**src/rtl/multicycle_control_fsm.sv**
```systemverilog
// Multicycle RV32I control sequencer: walks each instruction through
// fetch/decode/execute/memory/writeback and drives the datapath selects,
// write enables and the shared memory port handshake. Wait states on the
// memory port are bounded by a timeout that forces a sticky trap.
module multicycle_control_fsm #(
   parameter int MEM_TIMEOUT = 15,
   parameter int CNT_W       = 8
) (
   input  logic       clk,
   input  logic       rst_n,
   input  logic [6:0] opcode,
   input  logic [2:0] funct3,
   input  logic       alu_zero,
   input  logic       mem_ready,
   output logic       mem_req,
   output logic       mem_we,
   output logic       i_or_d,
   output logic       ir_write,
   output logic       pc_write,
   output logic       pc_src,
   output logic [1:0] alu_src_a,
   output logic [1:0] alu_src_b,
   output logic [1:0] alu_op,
   output logic       reg_write,
   output logic       mem_to_reg,
   output logic       instr_retired,
   output logic       trap,
   output logic [3:0] state_o
);

   typedef enum logic [3:0] {
      FETCH    = 4'd0,
      DECODE   = 4'd1,
      EXEC_R   = 4'd2,
      EXEC_I   = 4'd3,
      MEM_ADDR = 4'd4,
      MEM_RD   = 4'd5,
      MEM_WR   = 4'd6,
      LOAD_WB  = 4'd7,
      ALU_WB   = 4'd8,
      BRANCH   = 4'd9,
      TRAP     = 4'd15
   } state_t;

   localparam logic [6:0] OP_R      = 7'b0110011;
   localparam logic [6:0] OP_I      = 7'b0010011;
   localparam logic [6:0] OP_LOAD   = 7'b0000011;
   localparam logic [6:0] OP_STORE  = 7'b0100011;
   localparam logic [6:0] OP_BRANCH = 7'b1100011;

   localparam logic [CNT_W-1:0] CNT_LAST = CNT_W'(MEM_TIMEOUT - 1);

   state_t           state;
   state_t           nxt;
   logic [CNT_W-1:0] cnt;
   logic [13:0]      moore_r;
   logic             moore_ret;
   logic             is_wait;
   logic             fetch_go;
   logic             br_taken;

   // Unconditional per-state outputs, packed as
   // {mem_req, mem_we, i_or_d, alu_src_a, alu_src_b, alu_op,
   //  reg_write, mem_to_reg, pc_src, instr_retired, trap}
   function automatic logic [13:0] moore_of(input state_t s);
      logic       mreq, mwe, iod, rw, m2r, psrc, ret, trp;
      logic [1:0] sa, sb, op;
      mreq = 1'b0; mwe = 1'b0; iod = 1'b0; rw = 1'b0; m2r = 1'b0;
      psrc = 1'b0; ret = 1'b0; trp = 1'b0;
      sa = 2'b00; sb = 2'b00; op = 2'b00;
      case (s)
         FETCH:    begin mreq = 1'b1; sb = 2'b01; end
         DECODE:   begin sa = 2'b10; sb = 2'b10; end
         EXEC_R:   begin sa = 2'b01; sb = 2'b00; op = 2'b10; end
         EXEC_I:   begin sa = 2'b01; sb = 2'b10; end
         MEM_ADDR: begin sa = 2'b01; sb = 2'b10; end
         MEM_RD:   begin mreq = 1'b1; iod = 1'b1; end
         MEM_WR:   begin mreq = 1'b1; mwe = 1'b1; iod = 1'b1; end
         LOAD_WB:  begin rw = 1'b1; m2r = 1'b1; ret = 1'b1; end
         ALU_WB:   begin rw = 1'b1; ret = 1'b1; end
         BRANCH:   begin sa = 2'b01; op = 2'b01; psrc = 1'b1; ret = 1'b1; end
         TRAP:     trp = 1'b1;
         default:  trp = 1'b1;
      endcase
      return {mreq, mwe, iod, sa, sb, op, rw, m2r, psrc, ret, trp};
   endfunction

   // Next-state selection, including the memory-wait timeout escape to TRAP
   always_comb begin
      nxt     = state;
      is_wait = 1'b0;
      case (state)
         FETCH: begin
            is_wait = 1'b1;
            if (mem_ready)            nxt = DECODE;
            else if (cnt == CNT_LAST) nxt = TRAP;
         end
         DECODE: begin
            if (opcode == OP_R)                                   nxt = EXEC_R;
            else if (opcode == OP_I)                              nxt = EXEC_I;
            else if (opcode == OP_LOAD || opcode == OP_STORE)     nxt = MEM_ADDR;
            else if (opcode == OP_BRANCH && funct3[2:1] == 2'b00) nxt = BRANCH;
            else                                                  nxt = TRAP;
         end
         EXEC_R, EXEC_I: nxt = ALU_WB;
         MEM_ADDR: nxt = (opcode == OP_LOAD) ? MEM_RD : MEM_WR;
         MEM_RD: begin
            is_wait = 1'b1;
            if (mem_ready)            nxt = LOAD_WB;
            else if (cnt == CNT_LAST) nxt = TRAP;
         end
         MEM_WR: begin
            is_wait = 1'b1;
            if (mem_ready)            nxt = FETCH;
            else if (cnt == CNT_LAST) nxt = TRAP;
         end
         LOAD_WB, ALU_WB, BRANCH: nxt = FETCH;
         TRAP:    nxt = TRAP;
         default: nxt = TRAP;
      endcase
   end

   // State, wait counter and registered Moore outputs; reset wins over everything
   always_ff @(posedge clk) begin
      if (!rst_n) begin
         state   <= FETCH;
         cnt     <= '0;
         moore_r <= moore_of(FETCH);
      end else begin
         state   <= nxt;
         moore_r <= moore_of(nxt);
         if (nxt != state)
            cnt <= '0;
         else if (is_wait && !mem_ready)
            cnt <= cnt + 1'b1;
      end
   end

   // Handshake- and branch-qualified strobes; no commit while reset is asserted
   always_comb begin
      fetch_go = (state == FETCH) && mem_ready && rst_n;
      br_taken = (funct3 == 3'b000 && alu_zero) || (funct3 == 3'b001 && !alu_zero);
      ir_write = fetch_go;
      pc_write = fetch_go || ((state == BRANCH) && br_taken);
      instr_retired = moore_ret || ((state == MEM_WR) && mem_ready && rst_n);
   end

   assign {mem_req, mem_we, i_or_d, alu_src_a, alu_src_b, alu_op,
           reg_write, mem_to_reg, pc_src, moore_ret, trap} = moore_r;
   assign state_o = state;

endmodule
```
**config.mk**
```make
export PLATFORM = sky130hd
export DESIGN_NAME = multicycle_control_fsm
export DESIGN_NICKNAME = d
export VERILOG_FILES = /design/src/rtl/multicycle_control_fsm.sv
export SDC_FILE = /design/constraint.sdc
export NUM_CORES = 1
export LEC_CHECK = 0
export ABC_AREA = 1
export CAP_MARGIN = 40
export CELL_PAD_IN_SITES_DETAIL_PLACEMENT = 1
export CELL_PAD_IN_SITES_GLOBAL_PLACEMENT = 1
export CORE_MARGIN = 10
export CORE_UTILIZATION = 44
export CTS_CLUSTER_SIZE = 12
export DETAILED_ROUTE_END_ITERATION = 7
export DONT_BUFFER_PORTS = 1
export HOLD_SLACK_MARGIN = 0.05
export PLACE_DENSITY = 0.85
export SYNTH_ARGS = -nofsm -noshare
export SYNTH_HDL_FRONTEND = slang
export SYNTH_SLANG_ARGS = --single-unit
```
**constraint.sdc**
```tcl
create_clock -name clk -period 2 [get_ports clk]
set_input_delay 0.6 -clock clk [delete_from_list [all_inputs] [get_ports clk]]
set_output_delay 0.6 -clock clk [all_outputs]
set_load 0.01 [all_outputs]
```
==> results of run 1 <==
-- registers in the layout, summed over array words and instances, names as in the netlist --
name and count:
moore_r 13, state_o 4, cnt 8
-- per-stage QoR --
stage	power, mW	util, %	cells
2_1_floorplan	1.95	-	233
3_3_place_gp	2.23	47.9	277
3_5_place_dp	2.27	47.9	277
4_1_cts	2.55	49.6	281
5_1_grt	2.96	51.5	285
6_report	2.70	51.5	285
-- cell usage in the layout (no fill, tap or decap), drive strengths merged --
cell,Yosys,layout
o21bai,1,1
nand2,59,59
buf,6,9
nand4,10,10
xnor2,3,3
nor2,47,47
nand3,23,23
xor2,5,5
dfxtp,25,25
ha,2,2
a21oi,3,3
inv,44,44
o21ai,3,3
o41ai,1,1
clkbuf,1,4
-- kinds of logic after synthesis --
logic type	after synthesis	synth area share, %
DFF	25	31.7
AOI/OAI and AO/OA	8	3.65
adders and majority gates	2	1.59
and+or+nand+nor	139	45.0
buffers and inverters	51	13.6
xor gates and xnor gates	8	4.44
-- routing by layer --
metal	vias to the layer above	global-route usage, %	share of wire, %	wire, µm
met3	6	4.28	5.5	231
met1	639	13.7	40	1690
met2	26	25.1	53	2230
met4	0	3.52	1.3	53
li1	721	-	-	-
met5	-	0	0	0
-- worst paths after layout --
kind | slack (ns) | end | depth (start not counted) | startpoint
worst max-delay path | 0.05 | pc_write | 3 | state_o[0]$_SDFF_PN0_
worst min-delay path | 0.36 | moore_r[7]$_SDFF_PN1_ | 1 | rst_n
worst max register to register | 0.22 | moore_r[11]$_SDFF_PN0_ | 12 | cnt[0]$_SDFFE_PP0P_
worst min register to register | 0.59 | cnt[2]$_SDFFE_PP0P_ | 3 | cnt[2]$_SDFFE_PP0P_
-- report_power, final --
part	total [mW]	switching, mW	internal [mW]
registers	0.812	0.164	0.648
logic	1.67	1.10	0.571
clock network	0.222	0.144	0.0779
-- critical path: cells and delay by family, from the launching register on --
kind | cells | cell delay, ns
buffers and inverters | 2 | 0.28
flip-flops | 1 | 0.40
AO/OA/AOI/OAI | 1 | 0.36
-- what timing repair did --
item | 4_1_cts | 5_1_grt
gates cloned | 0 | 0
pin swaps | 0 | 4
setup buffers | 0 | 4
setup endpoints to repair | 2 | 11
gates resized for setup | 12 | 11
-- cell type report --
cell class,instances,area [µm²]
Fill cell,429,1640
Multi-Input combinational cell,157,915
Sequential cell,25,515
Inverter,44,165
Timing Repair Buffer,9,67.6
Tap cell,46,57.6
Clock buffer,4,26.3
==> results.txt, run 1 <==
The slew at the pin closest to its max-slew limit came out at 0.326 ns. The total setup violations reported at the end of the flow came out at 0. The fraction of registers with async set or reset after synthesis came out at 0%.

Among all flip-flop cells after synthesis, the most frequent one is sky130_fd_sc_hd__dfxtp_1. In this run the worst hold path is classified as in -> reg. STA classifies the critical path startpoint as a flip-flop. CTS placed an instance of sky130_fd_sc_hd__clkbuf_4 at the clock tree root. The initial antenna violation count came out at 0. The number of levels the H-tree was split into is 1. The ratio of cells with drive above 1 in the final layout came out at approximately a quarter. The final wirelength came out at 4200 µm. The run finished with clean final reports. The number of rows created at floorplan is 21.

The number of input and output port buffers inserted came out at 0. Yosys attributes the largest share of cell area to sky130_fd_sc_hd__dfxtp_1 (32%), sky130_fd_sc_hd__nand2_1 (13%), sky130_fd_sc_hd__inv_1 (9.0%). After the first detailed-routing iteration, the DRC count stood at 44.

The setup total negative slack came out at 0 ns. The areal power density over the cells came out at 1550 nW/µm². The critical path's largest stage delay is around 0.4 ns. The max-slew violation count was 0. The mean routed wirelength per cell came out at 14.7 µm. VDD sags by at most 0.889 mV. The worst slack at placement is 0.140 ns. The die is 79.9 µm wide.

The area overhead of the layout relative to synthesis came out at 10.7%. The placeable core area is roughly 3400 µm². From bottom edge to top edge, the die measures 79.9 µm. Setup repair after global routing could not meet its margin everywhere. Synthesis produced between 200 and 250 cells.

The total overflow reported by the global router is 0. The clock latency at the later pin of the worst-skew pair came out at approximately 0.31 ns. The total I/O pin count came out at 34.

The final critical delay including setup and external delays came out at 1.95 ns. The total of max-cap violations is 0. The maximum fanout encountered on the critical timing path is 4. In this run, post-CTS hold repair placed 0 buffers.

The slack of the critical path came out at between 0.04 and 0.05 ns. The longest clock path from root to sink contains 2 buffers. The post-synthesis cell type count is 24.

The final standard cell area without fillers is 1750 µm². The number of nets in the synthesized netlist is about 250. The vias per cell came out at 4.88.

The count of inserted antenna diode cells came out at 0. The worst path required time came out at 1.40 ns. The wire length of the first global-routing pass came out at approximately 7000 µm.

The number of sinks driven by the clock tree is 25. The commonest cells after synthesis are sky130_fd_sc_hd__nand2_1 (53), sky130_fd_sc_hd__inv_1 (38), sky130_fd_sc_hd__nor2_1 (31). The starting density of the core came out at 46.5%. The critical path in this run is classified as reg -> out. Once placement finished, the instance area stood at between 1500 and 2000 µm². TritonCTS built the clock tree.

The worst path arrival time is approximately 1.4 ns. The via count of the first global-routing pass is 1501. The setup clock skew after layout is around 0.0078 ns. The final clock period utilization by the worst path is 97.6%.

The post-synth design cell area came out at 1580 µm². After clock tree synthesis, the clock-pin slew on the worst setup and hold paths is 0.12 ns. The number of buffers created by CTS is 3. The timing-limited maximum frequency is 513 MHz. Traced cell by cell, the critical path runs through inv_1 > o41ai_1 > buf_4. The register bit total from synthesis came out at 25. Yosys printed 0 warnings.

The net count reported at finish came out at 256. For this run, the register share of the synthesized area comes to about a third. Global routing used 13.3% of the available tracks. The global placement routability congestion is 0.832. The number of nets still failing antenna checks after routing is 0. The worst slew margin relative to its limit came out at 78.3%. The DRC violations left is 0. The number of vias in the routed layout is 1392.

After legalization and detailed placement, the total HPWL measured between 3000 and 4000 µm. The number of optimization iterations in the first detailed-route pass is 4. The biggest area contributor in the post-synthesis netlist is sky130_fd_sc_hd__dfxtp_1. The leakage power is 0.836 nW. The floorplan die area is 6380 µm².

The maximum number of pins on one net before global-route repair is 14. The number of flops mapped to enable cells by yosys is 0. The synthesized design devotes to its leading area cell type 31.7% of total area. The number of hold violations in the final report is 0.

The average footprint of a synthesized cell is 6.77 µm². The largest individual stage delay along the critical path comes from the cell sky130_fd_sc_hd__dfxtp_4. The endpoint class of the critical path is an output pin. The most instantiated library cell after synthesis is sky130_fd_sc_hd__nand2_1. The final-layout worst hold slack is 0.355 ns.
Note: power is estimated with default switching activity, not from simulation.
==> run 2: changes to the inputs <==
--- a/config.mk
+++ b/config.mk
@@ -16,6 +16,7 @@
 export DONT_BUFFER_PORTS = 1
 export HOLD_SLACK_MARGIN = 0.05
 export PLACE_DENSITY = 0.85
+export SKIP_CTS_REPAIR_TIMING = 1
 export SYNTH_ARGS = -nofsm -noshare
 export SYNTH_HDL_FRONTEND = slang
 export SYNTH_SLANG_ARGS = --single-unit
==> results.txt, run 2 (same netlist as run 1, synthesis figures left out) <==
The run finished with clean final reports. TritonCTS created 3 clock buffers. The number of rows created at floorplan is 21. The worst slew margin relative to its limit is 78.8%. The net count of the finished layout is 255.

The DRC violations left came out at 0. The library cell used most frequently in the layout, excluding fill and tap cells, is sky130_fd_sc_hd__nand2_1. The worst path required time came out at 1.40 ns.

The peak supply drop came out at 0.879 mV. After the first detailed-routing iteration, the DRC count stood at 57. The floorplan step defined a die boundary enclosing 6380 µm². Counting flops per register, the top entry is moore_r.

The end-of-flow core utilization is 51.2%. In this run the clock root is driven by a sky130_fd_sc_hd__clkbuf_4. Following the worst setup path forward leads to its endpoint at pc_write.

The areal power density over the cells came out at 1560 nW/µm². The vias per cell came out at 4.92. In this run the number of H-tree levels came out at 1. The slack of the critical path is 0.0139 ns. The maximum number of pins on one net before global-route repair came out at 14.

The setup clock skew after layout is 0.00447 ns. The number of nets still failing antenna checks after routing is 0. The max-slew violation count came out at 0. The mean routed wirelength per cell is 15.1 µm. The clock reaches the later pin of the worst-skew pair after 0.32 ns. The worst slack at placement is approximately 0.14 ns. The leakage power is roughly 0.83 nW. The number of hold violations in the final report is 0. For the pin with the worst max-slew slack, the measured transition is 0.317 ns.

The total global routing track utilization came out at 12.6%. The worst setup path is captured at an output pin. The worst setup path is launched from a flip-flop.

The number of input and output port buffers inserted came out at 0. Clock-pin slew was measured on the worst setup and hold paths at around 0.13 ns. The maximum fanout encountered on the critical timing path came out at 5. The total of max-cap violations came out at 0. Summed over all nets, the half-perimeter wirelength after detailed placement is 3230 µm.

Based on the critical path, the design can be clocked at up to 504 MHz. In this run the register-to-register setup slack is 0.15 ns. The die extent in y is approximately 80 µm. After layout, the minimum clock period comes to approximately 2.0 ns. The ratio of cells with drive above 1 in the final layout is between 20% and 30%. The number of flip-flops in the largest register came out at 13. The die boundary width came out at 79.9 µm.

The routed design has 4290 µm of wire. The total I/O pin count came out at 34. The wire length of the first global-routing pass came out at 6630 µm. The total setup violations reported at the end of the flow is 0.

Leaving out fill and tap cells, the most frequent cells in the layout are sky130_fd_sc_hd__nand2_1 (51), sky130_fd_sc_hd__inv_1 (37), sky130_fd_sc_hd__nor2_1 (26). The placeable core area came out at 3390 µm². The via count of the first global-routing pass is 1455. The worst register-to-register path ends at cnt[0]$_SDFFE_PP0P_. The initial antenna violation count is 0. The count of inserted antenna diode cells is 0.

Setup repair after global routing could not meet its margin everywhere. The final clock period utilization by the worst path came out at 99.3%. The path category of the worst min-delay check is in -> reg.

The buffer depth of the longest clock path came out at 2. The CTS tree is yes. The number of sinks driven by the clock tree is 25.

The global placement routability congestion is 0.832. The starting density of the core came out at 46.5%. The first detailed-routing pass ran for 4 iterations. The total overflow reported by the global router came out at 0. The number of cells on the worst reg-to-reg path is 13. The worst path arrival time came out at approximately 1.4 ns. The critical setup path kind is reg -> out. The startpoint identified for the worst register-to-register timing path is cnt[0]$_SDFFE_PP0P_. Tracing the worst setup path back leads to its startpoint at state_o[2]$_SDFF_PN0_. The area overhead of the layout relative to synthesis came out at 9.91%. The number of vias in the routed layout is around 1400.
-- run 2: cell type report --
class                   instances  area (µm²)
fillers                       429        1660
well taps                      46        57.6
clock buffers                   4        26.3
repair buffers                  8        60.1
inverters                      44         165
flip-flops and latches         25         515
multi-input cells             157         910
-- run 2: routing by layer --
layer,wire [µm],global-route usage [%],vias up
li1,-,-,717
met1,1690,13.6,650
met2,2350,23.0,24
met3,210,4.05,6
met4,44,3.17,0
met5,0,0,-
-- run 2: worst min-delay path by stage --
| stage | to | depth (start not counted) | slack, ns | startpoint |
|---|---|---|---|---|
| global route | moore_r[7]$_SDFF_PN1_ | 1 | 0.34 | rst_n |
| finish | moore_r[7]$_SDFF_PN1_ | 1 | 0.35 | rst_n |
| detailed placement | cnt[3]$_SDFFE_PP0P_ | 3 | 0.56 | cnt[3]$_SDFFE_PP0P_ |
| floorplan | cnt[2]$_SDFFE_PP0P_ | 3 | 0.52 | cnt[2]$_SDFFE_PP0P_ |
| global placement | cnt[2]$_SDFFE_PP0P_ | 3 | 0.56 | cnt[2]$_SDFFE_PP0P_ |
| CTS | moore_r[7]$_SDFF_PN1_ | 1 | 0.35 | rst_n |
-- run 2: stage by stage --
step	cell area (µm²)	TNS [ns]	power (mW)	cells	hold WS (ns)
2_1_floorplan	1580	0	1.95	233	0.523
3_3_place_gp	1620	0	2.23	277	0.562
3_5_place_dp	1620	0	2.27	277	0.562
4_1_cts	1650	-0.309	2.50	281	0.353
5_1_grt	1730	-0.379	2.94	284	0.337
6_report	1730	0	2.70	284	0.349
-- run 2: power by group --
group          switching (mW)  internal (mW)  leakage (nW)
Combinational            1.13          0.545         0.608
Clock                   0.147         0.0781        0.0150
Sequential              0.156          0.648         0.207
Total                    1.43           1.27         0.830
-- run 2: worst max-delay path: stages (launching register included) --
cell,delay (ns)
sky130_fd_sc_hd__dfxtp_4,0.41
sky130_fd_sc_hd__nor2_2,0.16
sky130_fd_sc_hd__nand2_1,0.08
sky130_fd_sc_hd__o41ai_1,0.25
sky130_fd_sc_hd__buf_4,0.18
==> run 3: changes to the inputs <==
--- a/config.mk
+++ b/config.mk
@@ -17,6 +17,7 @@
 export HOLD_SLACK_MARGIN = 0.05
 export PLACE_DENSITY = 0.85
 export SKIP_CTS_REPAIR_TIMING = 1
+export SLEW_MARGIN = 20
 export SYNTH_ARGS = -nofsm -noshare
 export SYNTH_HDL_FRONTEND = slang
 export SYNTH_SLANG_ARGS = --single-unit
==> results of run 3 <==
No change in the layout: final DEF, timing and power equal those of run 2.
